[src/rtl/fir_pkg.sv]
// Shared types and width helpers for the time-multiplexed FIR sequencer.
// Saturating accumulation is selected with the SATURATE_EN macro.
package fir_pkg;

    typedef enum logic [1:0] {
        IDLE,
        MAC,
        HOLD
    } state_t;

    localparam int N_TAPS_DEF  = 4;
    localparam int BW_IN_DEF   = 2;
    localparam int BW_COEF_DEF = 3;
    localparam int BW_ACC_DEF  = 8;

    function automatic int prod_w(input int bw_in, input int bw_coef);
        return bw_in + bw_coef;
    endfunction

    function automatic int idx_w(input int n);
        return (n < 2) ? 1 : $clog2(n);
    endfunction

    function automatic int sat_max(input int bw);
        return (1 << (bw - 1)) - 1;
    endfunction

    function automatic int sat_min(input int bw);
        return -(1 << (bw - 1));
    endfunction

    localparam int PROD_W  = prod_w(BW_IN_DEF, BW_COEF_DEF);
    localparam int IDX_W   = idx_w(N_TAPS_DEF);
    localparam int SAT_MAX = sat_max(BW_ACC_DEF);
    localparam int SAT_MIN = sat_min(BW_ACC_DEF);

endpackage

[src/rtl/fir_mac_unit.sv]
// Combinational signed multiply, sign-extend and accumulate step.
// With SATURATE_EN defined the sum clamps to the accumulator range.
module fir_mac_unit
    import fir_pkg::*;
#(
    parameter int BW_IN   = 2,
    parameter int BW_COEF = 3,
    parameter int BW_ACC  = 8
) (
    input  logic signed [BW_IN-1:0]   sample,
    input  logic signed [BW_COEF-1:0] coef,
    input  logic signed [BW_ACC-1:0]  acc,
    output logic signed [BW_ACC-1:0]  sum
);

    localparam int P_W = prod_w(BW_IN, BW_COEF);

    logic signed [P_W-1:0]    prod;
    logic signed [BW_ACC-1:0] term;

    assign prod = P_W'(sample) * P_W'(coef);
    assign term = BW_ACC'(prod);

`ifdef SATURATE_EN
    localparam logic signed [BW_ACC-1:0] ACC_MAX = BW_ACC'(sat_max(BW_ACC));
    localparam logic signed [BW_ACC-1:0] ACC_MIN = BW_ACC'(sat_min(BW_ACC));

    logic signed [BW_ACC:0] wide;

    // One guard bit: overflow shows as a mismatch of the top two bits.
    assign wide = (BW_ACC + 1)'(acc) + (BW_ACC + 1)'(term);

    always_comb begin
        sum = wide[BW_ACC-1:0];
        if (wide[BW_ACC] != wide[BW_ACC-1]) begin
            sum = wide[BW_ACC] ? ACC_MIN : ACC_MAX;
        end
    end
`else
    assign sum = acc + term;
`endif

endmodule

[src/rtl/fir_mac_sequencer.sv]
// FIR controller: one shared MAC stepped over N_TAPS taps per sample.
// SATURATE_EN (in fir_mac_unit) switches wrap to saturating accumulation.
module fir_mac_sequencer
    import fir_pkg::*;
#(
    parameter int N_TAPS  = 4,
    parameter int BW_IN   = 2,
    parameter int BW_COEF = 3,
    parameter int BW_ACC  = 8
) (
    input  logic                        clk,
    input  logic                        reset,
    input  logic                        cfg_we,
    input  logic [$clog2(N_TAPS)-1:0]   cfg_addr,
    input  logic signed [BW_COEF-1:0]   cfg_data,
    input  logic                        in_valid,
    output logic                        in_ready,
    input  logic signed [BW_IN-1:0]     in_data,
    output logic                        out_valid,
    input  logic                        out_ready,
    output logic signed [BW_ACC-1:0]    out_data,
    output logic                        busy
);

    localparam int I_W = idx_w(N_TAPS);

    state_t                   state;
    logic [I_W-1:0]           idx;
    logic signed [BW_ACC-1:0] acc;
    logic signed [BW_ACC-1:0] mac_sum;
    logic signed [BW_IN-1:0]  taps  [N_TAPS];
    logic signed [BW_COEF-1:0] coefs [N_TAPS];
    logic                     last;
    logic                     cfg_hit;

    assign last    = (idx == I_W'(N_TAPS - 1));
    assign cfg_hit = cfg_we && (int'(cfg_addr) < N_TAPS);

    fir_mac_unit #(
        .BW_IN  (BW_IN),
        .BW_COEF(BW_COEF),
        .BW_ACC (BW_ACC)
    ) u_mac (
        .sample(taps[idx]),
        .coef  (coefs[idx]),
        .acc   (acc),
        .sum   (mac_sum)
    );

    always_ff @(posedge clk) begin
        if (reset) begin
            state     <= IDLE;
            idx       <= '0;
            acc       <= '0;
            in_ready  <= 1'b1;
            out_valid <= 1'b0;
            out_data  <= '0;
            busy      <= 1'b0;
            for (int k = 0; k < N_TAPS; k++) begin
                taps[k]  <= '0;
                coefs[k] <= '0;
            end
        end else begin
            unique case (state)
                IDLE: begin
                    // Coefficients only change here, never mid-sample.
                    if (cfg_hit) begin
                        coefs[cfg_addr] <= cfg_data;
                    end
                    if (in_valid && in_ready) begin
                        taps[0] <= in_data;
                        for (int k = 1; k < N_TAPS; k++) begin
                            taps[k] <= taps[k-1];
                        end
                        acc      <= '0;
                        idx      <= '0;
                        state    <= MAC;
                        in_ready <= 1'b0;
                        busy     <= 1'b1;
                    end
                end
                MAC: begin
                    acc <= mac_sum;
                    idx <= idx + I_W'(1);
                    if (last) begin
                        state     <= HOLD;
                        out_valid <= 1'b1;
                        out_data  <= mac_sum;
                    end
                end
                HOLD: begin
                    if (out_ready) begin
                        state     <= IDLE;
                        out_valid <= 1'b0;
                        in_ready  <= 1'b1;
                        busy      <= 1'b0;
                    end
                end
                default: begin
                    state <= IDLE;
                end
            endcase
        end
    end

endmodule
[config.mk]
export PLATFORM = sky130hd
export DESIGN_NAME = fir_mac_sequencer
export DESIGN_NICKNAME = d
export VERILOG_FILES = /design/src/rtl/fir_pkg.sv /design/src/rtl/fir_mac_unit.sv /design/src/rtl/fir_mac_sequencer.sv
export SDC_FILE = /design/constraint.sdc
export NUM_CORES = 1
export LEC_CHECK = 0
export BUFFER_PORTS_ARGS = -buffer_cell sky130_fd_sc_hd__buf_4
export CAP_MARGIN = 0
export CORE_MARGIN = 1.5
export CORE_UTILIZATION = 50
export CTS_CLUSTER_SIZE = 8
export DETAILED_ROUTE_END_ITERATION = 10
export GPL_TIMING_DRIVEN = 0
export PLACE_DENSITY = 0.82
export REMOVE_ABC_BUFFERS = 1
export SKIP_LAST_GASP = 1
export SLEW_MARGIN = 20
export SYNTH_ARGS = -nofsm -noshare
export SYNTH_HDL_FRONTEND = slang
export SYNTH_SLANG_ARGS = --single-unit
export TNS_END_PERCENT = 30
[constraint.sdc]
create_clock -name clk -period 2.9 [get_ports clk]
set_input_delay 0.58 -clock clk [delete_from_list [all_inputs] [get_ports clk]]
set_output_delay 0.58 -clock clk [all_outputs]
set_load 0.01 [all_outputs]
# Yosys cells after proc, flatten, opt, wreduce, memory -nomap -nowiden
# Memories as Yosys holds them, arrays and structs flattened. A register that Yosys moved wholly into a read port is not among the register bits.
# Cells that the tools add are included.
dict set report totals {
  regBits 23
  ram_bits 20
  in_bits 12
  out_inout_bits 11
  memories 2
}
dict set report op_classes {
  n_addsub 2
  n_mul 1
  eq_ne 6
  mux 37
  bitwise_logic 4
  n_reduce_logical 11
}
# memory words width rd rd_clocked_by_memory_dff wr line
set memory_table {}
lappend memory_table {coefs 4 3 1 1 4 fir_mac_sequencer.sv:32} ;# logic signed [BW_COEF-1:0] coefs [N_TAPS];
lappend memory_table {taps 4 2 4 1 4 fir_mac_sequencer.sv:31} ;# logic signed [BW_IN-1:0] taps [N_TAPS];
# op n
set op_table {}
lappend op_table {{two-way mux 2 bit} 13}
lappend op_table {{two-way mux 1 bit} 16}
lappend op_table {{case mux 8 bit (2 select lines)} 1}
lappend op_table {{AND reduction 3 bit} 3}
lappend op_table {{adder 8 x 5 -> 8 bit} 1}
lappend op_table {{two-way mux 8 bit} 1}
lappend op_table {{inequality test 2 bit (second input constant)} 3}
lappend op_table {{case mux 1 bit (2 select lines)} 3}
lappend op_table {{case mux 2 bit (3 select lines)} 1}
lappend op_table {{nonzero test 2 bit} 3}
lappend op_table {{multiplier 2 x 3 -> 5 bit} 1}
lappend op_table {{equality test 2 bit (second input constant)} 2}
lappend op_table {{OR 1 bit} 4}
lappend op_table {{case mux 2 bit (2 select lines)} 1}
lappend op_table {{AND reduction 2 bit} 2}
lappend op_table {{two-way mux 3 bit} 1}
lappend op_table {{OR reduction 3 bit} 1}
lappend op_table {{adder 2 x 1 -> 2 bit (second input constant)} 1}
lappend op_table {{equality test 2 x 1 -> 1 bit (second input constant)} 1}
lappend op_table {{zero test 2 bit} 1}
lappend op_table {{logical AND 1 bit} 1}

# Longest topological paths before layout
# Gate-level depths: netlist of run 1.
dict set report depth {
  word_depth 6
  depth_mapped 13
  depth_no_buf 12
}

# Cells and area by module
# Synthesis of run 1 repeated with hierarchy kept, for this count alone.
dict set report unflattened {
  hier_cells 239
  hier_area_um2 2392.3
}
# module instances cells_each area_each_um2
set by_module_without_submodules {}
lappend by_module_without_submodules {fir_mac_sequencer 1 170 1870.5}
lappend by_module_without_submodules {fir_mac_unit 1 69 521.8}

# Least setup slack after synthesis of run 1
# Ideal clock, no wire load.
dict set report synth_timing {
  kind {flip-flop to flip-flop}
  start {register with a tool-made name}
  end {register acc[7]}
  setup_ns 0.128
  arrival_time_ns 2.939
  slack_ns -0.166
  stages_incl_launch_ff 12
  n_path_buf 1
  cell_sequence {dfxtp_1 buf_6 mux4_2 mux2_4 ha_1 ha_1 a21o_1 a2111oi_0 a211oi_1 xor2_1 a22oi_1 nor2_1}
}
# item line
set synth_rtl {}
lappend synth_rtl {{to (signal assigned)} fir_mac_sequencer.sv:83} ;# acc <= mac_sum;
lappend synth_rtl {{to (decl)} fir_mac_sequencer.sv:29} ;# logic signed [BW_ACC-1:0] acc;

==> results of run 1 <==
==> layout make-up <==
class	instances	area, um2
clock buffer	5	68.82
inverter	8	30.03
multi-input combinational	156	1333
clock inverter	3	17.52
timing repair buffer	33	247.7
fill	336	1518
sequential	45	1105
tap	52	65.06
==> how the worst min path moves through the flow <==
stage	startpoint	endpoint	slack, ps	cells past startpoint
floorplan	out_data[0]	out_data[0]	470	2
global placement	out_data[5]	out_data[5]	440	2
detailed placement	out_data[4]	out_data[4]	450	2
CTS	out_data[4]	out_data[4]	460	2
global route	out_data[4]	out_data[4]	500	2
finish	out_data[4]	out_data[4]	460	2
==> worst reg2reg max path, delay by kind of cell (launching register included) <==
| family | cells | cell delay (ps) |
|---|---|---|
| multiplexers | 1 | 550 |
| AO/OA/AOI/OAI | 3 | 430 |
| buffers and inverters | 2 | 200 |
| adder cells (fa/ha/maj) | 2 | 880 |
| flip-flops | 1 | 400 |
| AND/OR/NAND/NOR | 4 | 420 |
==> state kept, by name, summed over array words and instances, names as in the netlist, named ones only <==
signal and cells:
busy 1, idx 2, acc 8, in_ready 1
out_valid 1, state 2, out_data 8, taps 8
coefs 12
==> placed cells by master, fill, tap and decap left out, drive strengths merged, types with 5 or more instances in the layout <==
| master | netlist | routed |
|---|---|---|
| buf | 2 | 33 |
| dfxtp | 25 | 25 |
| nor2 | 23 | 23 |
| edfxtp | 20 | 20 |
| nand2 | 18 | 18 |
| and2 | 17 | 17 |
| a21oi | 17 | 17 |
| ha | 12 | 12 |
| inv | 8 | 8 |
| a22oi | 7 | 7 |
| and3 | 7 | 7 |
| mux4 | 5 | 5 |
| clkbuf | 7 | 5 |
| a21o | 5 | 5 |
| o21ai | 5 | 5 |
==> power by group <==
part / leakage [nW] / total, mW / switching [mW] / internal [mW]
clock: 0.0455 / 0.386 / 0.219 / 0.167
sequential: 0.414 / 0.723 / 0.0255 / 0.698
combinational: 0.664 / 0.385 / 0.193 / 0.192
==> repair_timing <==
item / 4_1_cts / 5_1_grt
pin swaps: 9 / 13
setup endpoints to repair: 12 / 10
resized for setup: 26 / 8
setup buffers: 9 / 2
==> per-layer routing <==
layer,global-route usage,routed length (um),vias to the layer above
li1,-,-,839
met1,0.2549,2064,814
met2,0.3645,2581,40
met3,0.03561,147,11
met4,0.08386,94,0
met5,0,0,-
==> kinds of logic after synthesis <==
| family | share of synthesized area |
|---|---|
| compound gates | 0.1296 |
| mux | 0.05531 |
| flops | 0.4772 |
| xor+xnor | 0.02604 |
| simple gates | 0.1893 |
| fa+ha+maj | 0.09111 |
| buf+inv | 0.03145 |
==> results.md, run 1 <==
| Result | Reported |
|---|---|
| Core region area | 0.004384 mm2 |
| Top FF cell, synth | sky130_fd_sc_hd__dfxtp_1 |
| Number of endpoints failing setup at the final stage | 6 |
| Worst slew margin | 0.5327 |
| GRT Resource Usage Total | 0.2081 |
| Post-synthesis cell type count | 43 |
| Initial antenna violation count | 0 |
| Total grt overflow | 0 |
| Final hold viol count | 0 |
| CTS max path bufs | 2 |
| Count of cell instances traversed by the critical path | 12 |
| First-pass GRT wire length | 8107 um |
| Final-layout setup total negative slack | -432.9 ps |
| Most used standard cell by instance count after synthesis | sky130_fd_sc_hd__dfxtp_1 |
| Slew Limit Fails | 0 |
| Number of antenna-violating nets in the routed design | 0 |
| Post-route core utilization | 0.6538 |
| Cell class contributing the biggest share of worst-path delay | adder cells |
| Area share of the largest cell type after synthesis | 0.2603 |
| Sequential element share of the synthesized area | 0.4772 |
| Ant. Diodes | 0 |
| Worst skew pair latency | 300 ps |
| Slack of the worst reg-to-reg path | -110 ps |
| Die X-Extent | 70.93 um |
| Actual slew at the worst max-slew pin | 695.2 ps |
| Maximum clock frequency | 0.3326 GHz |
| Setup slack after layout | -106.3 ps |
| TritonCTS clock tree | yes |
| Worst EP arrival | 3180 ps |
| Cell area reported after detailed placement | 0.002495 mm2 |
| Synth async-reset ratio | 0 |
| Clock transition at the registers of the reported paths | 90 ps |
| Hold buffer count at cts | 0 |
| Power density over the cells | 521.3 mW/mm2 |
| Tightest Hold Check Type | reg -> reg |
| Fin crit period | 3006 ps |
| CP Launch Type | flop |
| Unrepaired setup endpoints after global routing | true |
| Initial standard-cell utilization of the core | 0.5263 |
| Num Clock Sinks | 45 |
| Termination of the worst setup path | acc[4] |
| Buf/Inv on CP | 2 |
| Flip-flop and latch count after synthesis | 45 |
| Final weighted congestion of routability-driven global placement | 0.7382 |
| Total Routed Length | 4888 um |
| Reg-to-Reg End | acc[4] |
| Depth of the worst register-to-register path | 12 |
| Type of destination of the critical path | flop |
| Site Rows | 24 |
| Buffers added on ports | 22 |
| Post-route worst hold slack | 458.3 ps |
| Max-cap viol count | 0 |
| Synth-to-Final Area Change | 24.24% |
| Class of the most critical setup path | reg -> reg |
| Detailed Routing Iterations Pass 1 | 4 |
| DR vias/cell | 5.642 |
| Number of instances in the synthesized netlist | 218 |
| Worst path max stage delay | 550 ps |
| Cell-by-cell listing of the critical path | mux4_2, and2_4, fa_1, inv_1, fa_2, nor2b_2, o21ai_2, a21boi_2, buf_4, nor2_1, a22oi_1, nor2_1 |
| Via count | 1704 |
| Critical Path Slowest Stage Cell | sky130_fd_sc_hd__mux4_2 |
| LEAKAGE | 1.123 nW |
| Failing checks | negative setup slack |
| Syn Area/Cell | 10.58 um2 |
| PnR Total Power | 1.494 mW |
| Most common cell on crit path | sky130_fd_sc_hd__nor2_1 |
| Largest cells by area after synthesis | sky130_fd_sc_hd__edfxtp_1, sky130_fd_sc_hd__dfxtp_1, sky130_fd_sc_hd__ha_1 |
| Skew final | 12.35 ps |
| Clock root buffer master | sky130_fd_sc_hd__clkbuf_8 |
| Summed instance area of the synthesized netlist | 0.002307 mm2 |
| Count of non-filler cells in the finished layout | 302 |
| Number of top-level pins | 23 |
| Number of enable-type register cells in the synthesized netlist | 20 |
| Highest fanout seen on the critical path | 5 |
| Outcome | complete, but fails checks |
| Number of placed cells counting well taps | 283 |
| Vias in the first global route | 1705 |
| Wire length per cell after detailed routing | 16.19 um |
| Largest net degree at the start of global routing | 35 |
| First-iteration detailed-routing DRC count | 104 |
| Worst vdd rail ir drop | 0.3044 mV |
| Required time of the critical path | 3080 ps |
| Area of all placed cells without fillers | 0.002867 mm2 |
| Total CTS buffers | 5 |
| Die area | 0.005031 mm2 |
| Fraction of layout instances using a drive strength above 1 | 0.3240 |
| Worst setup slack before clock tree synthesis | -583.8 ps |
| Cell accounting for the most synthesized area | sky130_fd_sc_hd__edfxtp_1 |
| Residual DRC | 0 |
| Net count of the finished layout | 276 |
| Period Utilization, post-route | 1.037 |
| Die height | 70.93 um |
| H-tree depth | 2 |
| Top cell types by occurrence after synthesis | sky130_fd_sc_hd__dfxtp_1, sky130_fd_sc_hd__nor2_1, sky130_fd_sc_hd__edfxtp_1 |
| Yosys warning total | 0 |
| Final HPWL DP | 3106 um |
No activity file was read; power rests on OpenSTA's default activity.
==> run 2, diff against run 1 <==
--- a/config.mk
+++ b/config.mk
@@ -15,4 +15,5 @@
 export PLACE_DENSITY = 0.82
 export REMOVE_ABC_BUFFERS = 1
+export SETUP_SLACK_MARGIN = 0.5
 export SKIP_LAST_GASP = 1
 export SLEW_MARGIN = 20
==> constraint.sdc (replaced) <==
create_clock -name clk -period 2.9 [get_ports clk]
set_input_delay 0.145 -clock clk [delete_from_list [all_inputs] [get_ports clk]]
set_output_delay 0.145 -clock clk [all_outputs]
set_load 0.01 [all_outputs]
==> results.md, run 2 (synthesis gave the netlist of run 1 again) <==
| Result | Reported | Delta |
|---|---|---|
| Outcome | complete, but fails checks |  |
| Failing checks | negative setup slack |  |
| CP Launch Type | flop |  |
| H-tree depth | 2 | unchanged |
| Filler Cell Count | 337 | +0.30% |
| Tightest Hold Check Type | in -> reg |  |
| Worst vdd rail ir drop | 0.3064 mV | +0.66% |
| Maximum clock frequency | 0.3345 GHz | +0.56% |
| Total Routed Length | 4850 um | -0.78% |
| TritonCTS clock tree | yes |  |
| Die area | 0.005031 mm2 | unchanged |
| DR vias/cell | 5.579 | -1.1% |
| Startpoint of the worst hold path | in_data[0] |  |
| Worst skew pair latency | 300 ps | about the same |
| Via count | 1685 | -1.1% |
| Vias in the first global route | 1704 | -0.059% |
| Count of cell instances traversed by the critical path | 12 | unchanged |
| Worst path max stage delay | 550 ps | about the same |
| Site Rows | 24 | unchanged |
| Clock transition at the registers of the reported paths | 90 ps | about the same |
| CTS max path bufs | 2 | unchanged |
| Total grt overflow | 0 | unchanged |
| Worst setup slack before clock tree synthesis | -583.8 ps | unchanged |
| GRT Resource Usage Total | 0.2072 | -0.0008422 |
| Endpoint of the worst hold path | taps[0][0] |  |
| Period Utilization, post-route | 1.031 | -0.005811 |
| Detailed Routing Iterations Pass 1 | 4 | unchanged |
| Setup slack after layout | -89.44 ps | +16.85 ps |
| Final hold viol count | 0 | unchanged |
| LEAKAGE | 1.132 nW | +0.78% |
| Num Clock Sinks | 45 | unchanged |
| Slack of the worst reg-to-reg path | -90 ps | +20 ps |
| Unrepaired setup endpoints after global routing | true |  |
| Number of top-level pins | 23 | unchanged |
| Synth-to-Final Area Change | 24.46% |  |
| Number of endpoints failing setup at the final stage | 6 | unchanged |
| PnR Total Power | 1.492 mW | -0.14% |
| Largest net degree at the start of global routing | 35 | unchanged |
| Clock root buffer master | sky130_fd_sc_hd__clkbuf_8 |  |
| Cell class contributing the biggest share of worst-path delay | adder cells |  |
| Final weighted congestion of routability-driven global placement | 0.7382 | unchanged |
| Residual DRC | 0 | unchanged |
| Cell-by-cell listing of the critical path | mux4_2, and2_4, fa_1, inv_1, fa_2, nor2b_2, o21ai_2, a21boi_2, buf_4, nor2_1, a22oi_1, nor2_1 |  |
| Flip-flop count of the largest register, all copies and words added | 12 | unchanged |
| Hold depth | 2 | unchanged |
| Initial antenna violation count | 0 | unchanged |
| Wire length per cell after detailed routing | 16.06 um | -0.78% |
| Initial standard-cell utilization of the core | 0.5263 | unchanged |
| Most common cell on crit path | sky130_fd_sc_hd__nor2_1 |  |
| Type of destination of the critical path | flop |  |
| Cell area reported after detailed placement | 0.002495 mm2 | unchanged |
| Slew Limit Fails | 0 | unchanged |
| Power density over the cells | 519.7 mW/mm2 | -0.31% |
| Worst EP arrival | 3170 ps | about the same |
| Final HPWL DP | 3106 um | unchanged |
| Biggest register | coefs |  |
| Worst slew margin | 0.5329 | about the same |
| Net count of the finished layout | 276 | unchanged |
| Area of all placed cells without fillers | 0.002872 mm2 | +0.17% |
| Buf/Inv on CP | 2 | unchanged |
| Actual slew at the worst max-slew pin | 694.9 ps | -0.3098 ps |
| Die height | 70.93 um | unchanged |
| Max-cap viol count | 0 | unchanged |
| Most common cell after layout, fill and taps aside | sky130_fd_sc_hd__buf_4 |  |
| Die X-Extent | 70.93 um | unchanged |
| Total CTS buffers | 5 | unchanged |
| First-pass GRT wire length | 8114 um | about the same |
| Highest fanout seen on the critical path | 5 | unchanged |
| Fraction of layout instances using a drive strength above 1 | 0.3240 | unchanged |
| Skew final | 9.955 ps | -2.397 ps |
| Required time of the critical path | 3080 ps | about the same |
| Class of the most critical setup path | reg -> reg |  |
| Ant. Diodes | 0 | unchanged |
| Reg-to-Reg End | acc[4] |  |
| Depth of the worst register-to-register path | 12 | unchanged |
| Post-route core utilization | 0.6550 | +0.001142 |
| Buffers added on ports | 22 | unchanged |
| Core region area | 0.004384 mm2 | unchanged |
| Commonest non-fill, non-tap cells in the layout | sky130_fd_sc_hd__buf_4, sky130_fd_sc_hd__dfxtp_1, sky130_fd_sc_hd__nor2_1, sky130_fd_sc_hd__edfxtp_1, sky130_fd_sc_hd__nand2_1 |  |
| First-iteration detailed-routing DRC count | 104 | unchanged |
| Fin crit period | 2989 ps | -16.85 ps |
| Number of antenna-violating nets in the routed design | 0 | unchanged |
| Critical Path Slowest Stage Cell | sky130_fd_sc_hd__mux4_2 |  |
-- run 2: cell counts in the layout (fill, tap and decap cells not counted) --
No cell type changed its count.
-- run 2: stage by stage --
| stage | hold slack (ps) | TNS (ps) | instances |
|---|---|---|---|
| 2_1_floorplan | 207.4 | -703.4 | 209 |
| 3_3_place_gp | 426.4 | -2313 | 283 |
| 3_5_place_dp | 426.0 | -3198 | 283 |
| 4_1_cts | 110.9 | -162.3 | 300 |
| 5_1_grt | 110.4 | -1495 | 302 |
| 6_report | 114.8 | -321.8 | 302 |
-- run 2: worst register-to-register path: cells and delay by family (launching register included) --
family | cells | cell delay [ps]
AOI/OAI and AO/OA | 3 | 430
adders and majority gates | 2 | 880
buffers and inverters | 2 | 200
DFF | 1 | 400
muxes | 1 | 560
and+or+nand+nor | 4 | 400
-- run 2: final cells by class --
| class | instances | area, um2 | area share |
|---|---|---|---|
| multi-input cells | 156 | 1338 | 0.4658 |
| flip-flops and latches | 45 | 1105 | 0.3848 |
| repair buffers | 33 | 247.7 | 0.08627 |
| clock buffers | 5 | 68.82 | 0.02397 |
| well taps | 52 | 65.06 | 0.02266 |
| inverters | 8 | 30.03 | 0.01046 |
| clock inverters | 3 | 17.52 | 0.006100 |
-- run 2: where the power goes --
| part | switching (mW) | leakage, nW | internal [mW] |
|---|---|---|---|
| combinational | 0.191 | 0.673 | 0.193 |
| clock | 0.218 | 0.0455 | 0.167 |
| sequential | 0.0256 | 0.414 | 0.698 |
-- run 2: how the worst max path moves through the flow --
stage | start | endpoint | slack [ps]
floorplan | flop | acc[7] | -240
global placement | flop | acc[7] | -470
detailed placement | flop | acc[7] | -580
CTS | flop | acc[7] | -60
global route | flop | acc[7] | -210
finish | flop | acc[4] | -90
-- run 2: what timing repair did --
| item | in CTS | in global routing |
|---|---|---|
| cloned | 0 | 0 |
| buffers inserted | 9 | 2 |
| setup endpoints to repair | 14 | 14 |
| pin swaps | 10 | 11 |
| gates resized for setup | 27 | 8 |
| hold buffers | 0 | 0 |
-- run 2: metal layers --
layer | vias to the layer above | routed length (um) | global-route usage
li1 | 838 | - | -
met1 | 809 | 2098 | 0.2579
met2 | 29 | 2545 | 0.3583
met3 | 9 | 134 | 0.03704
met4 | 0 | 72 | 0.08176
met5 | - | 0 | 0
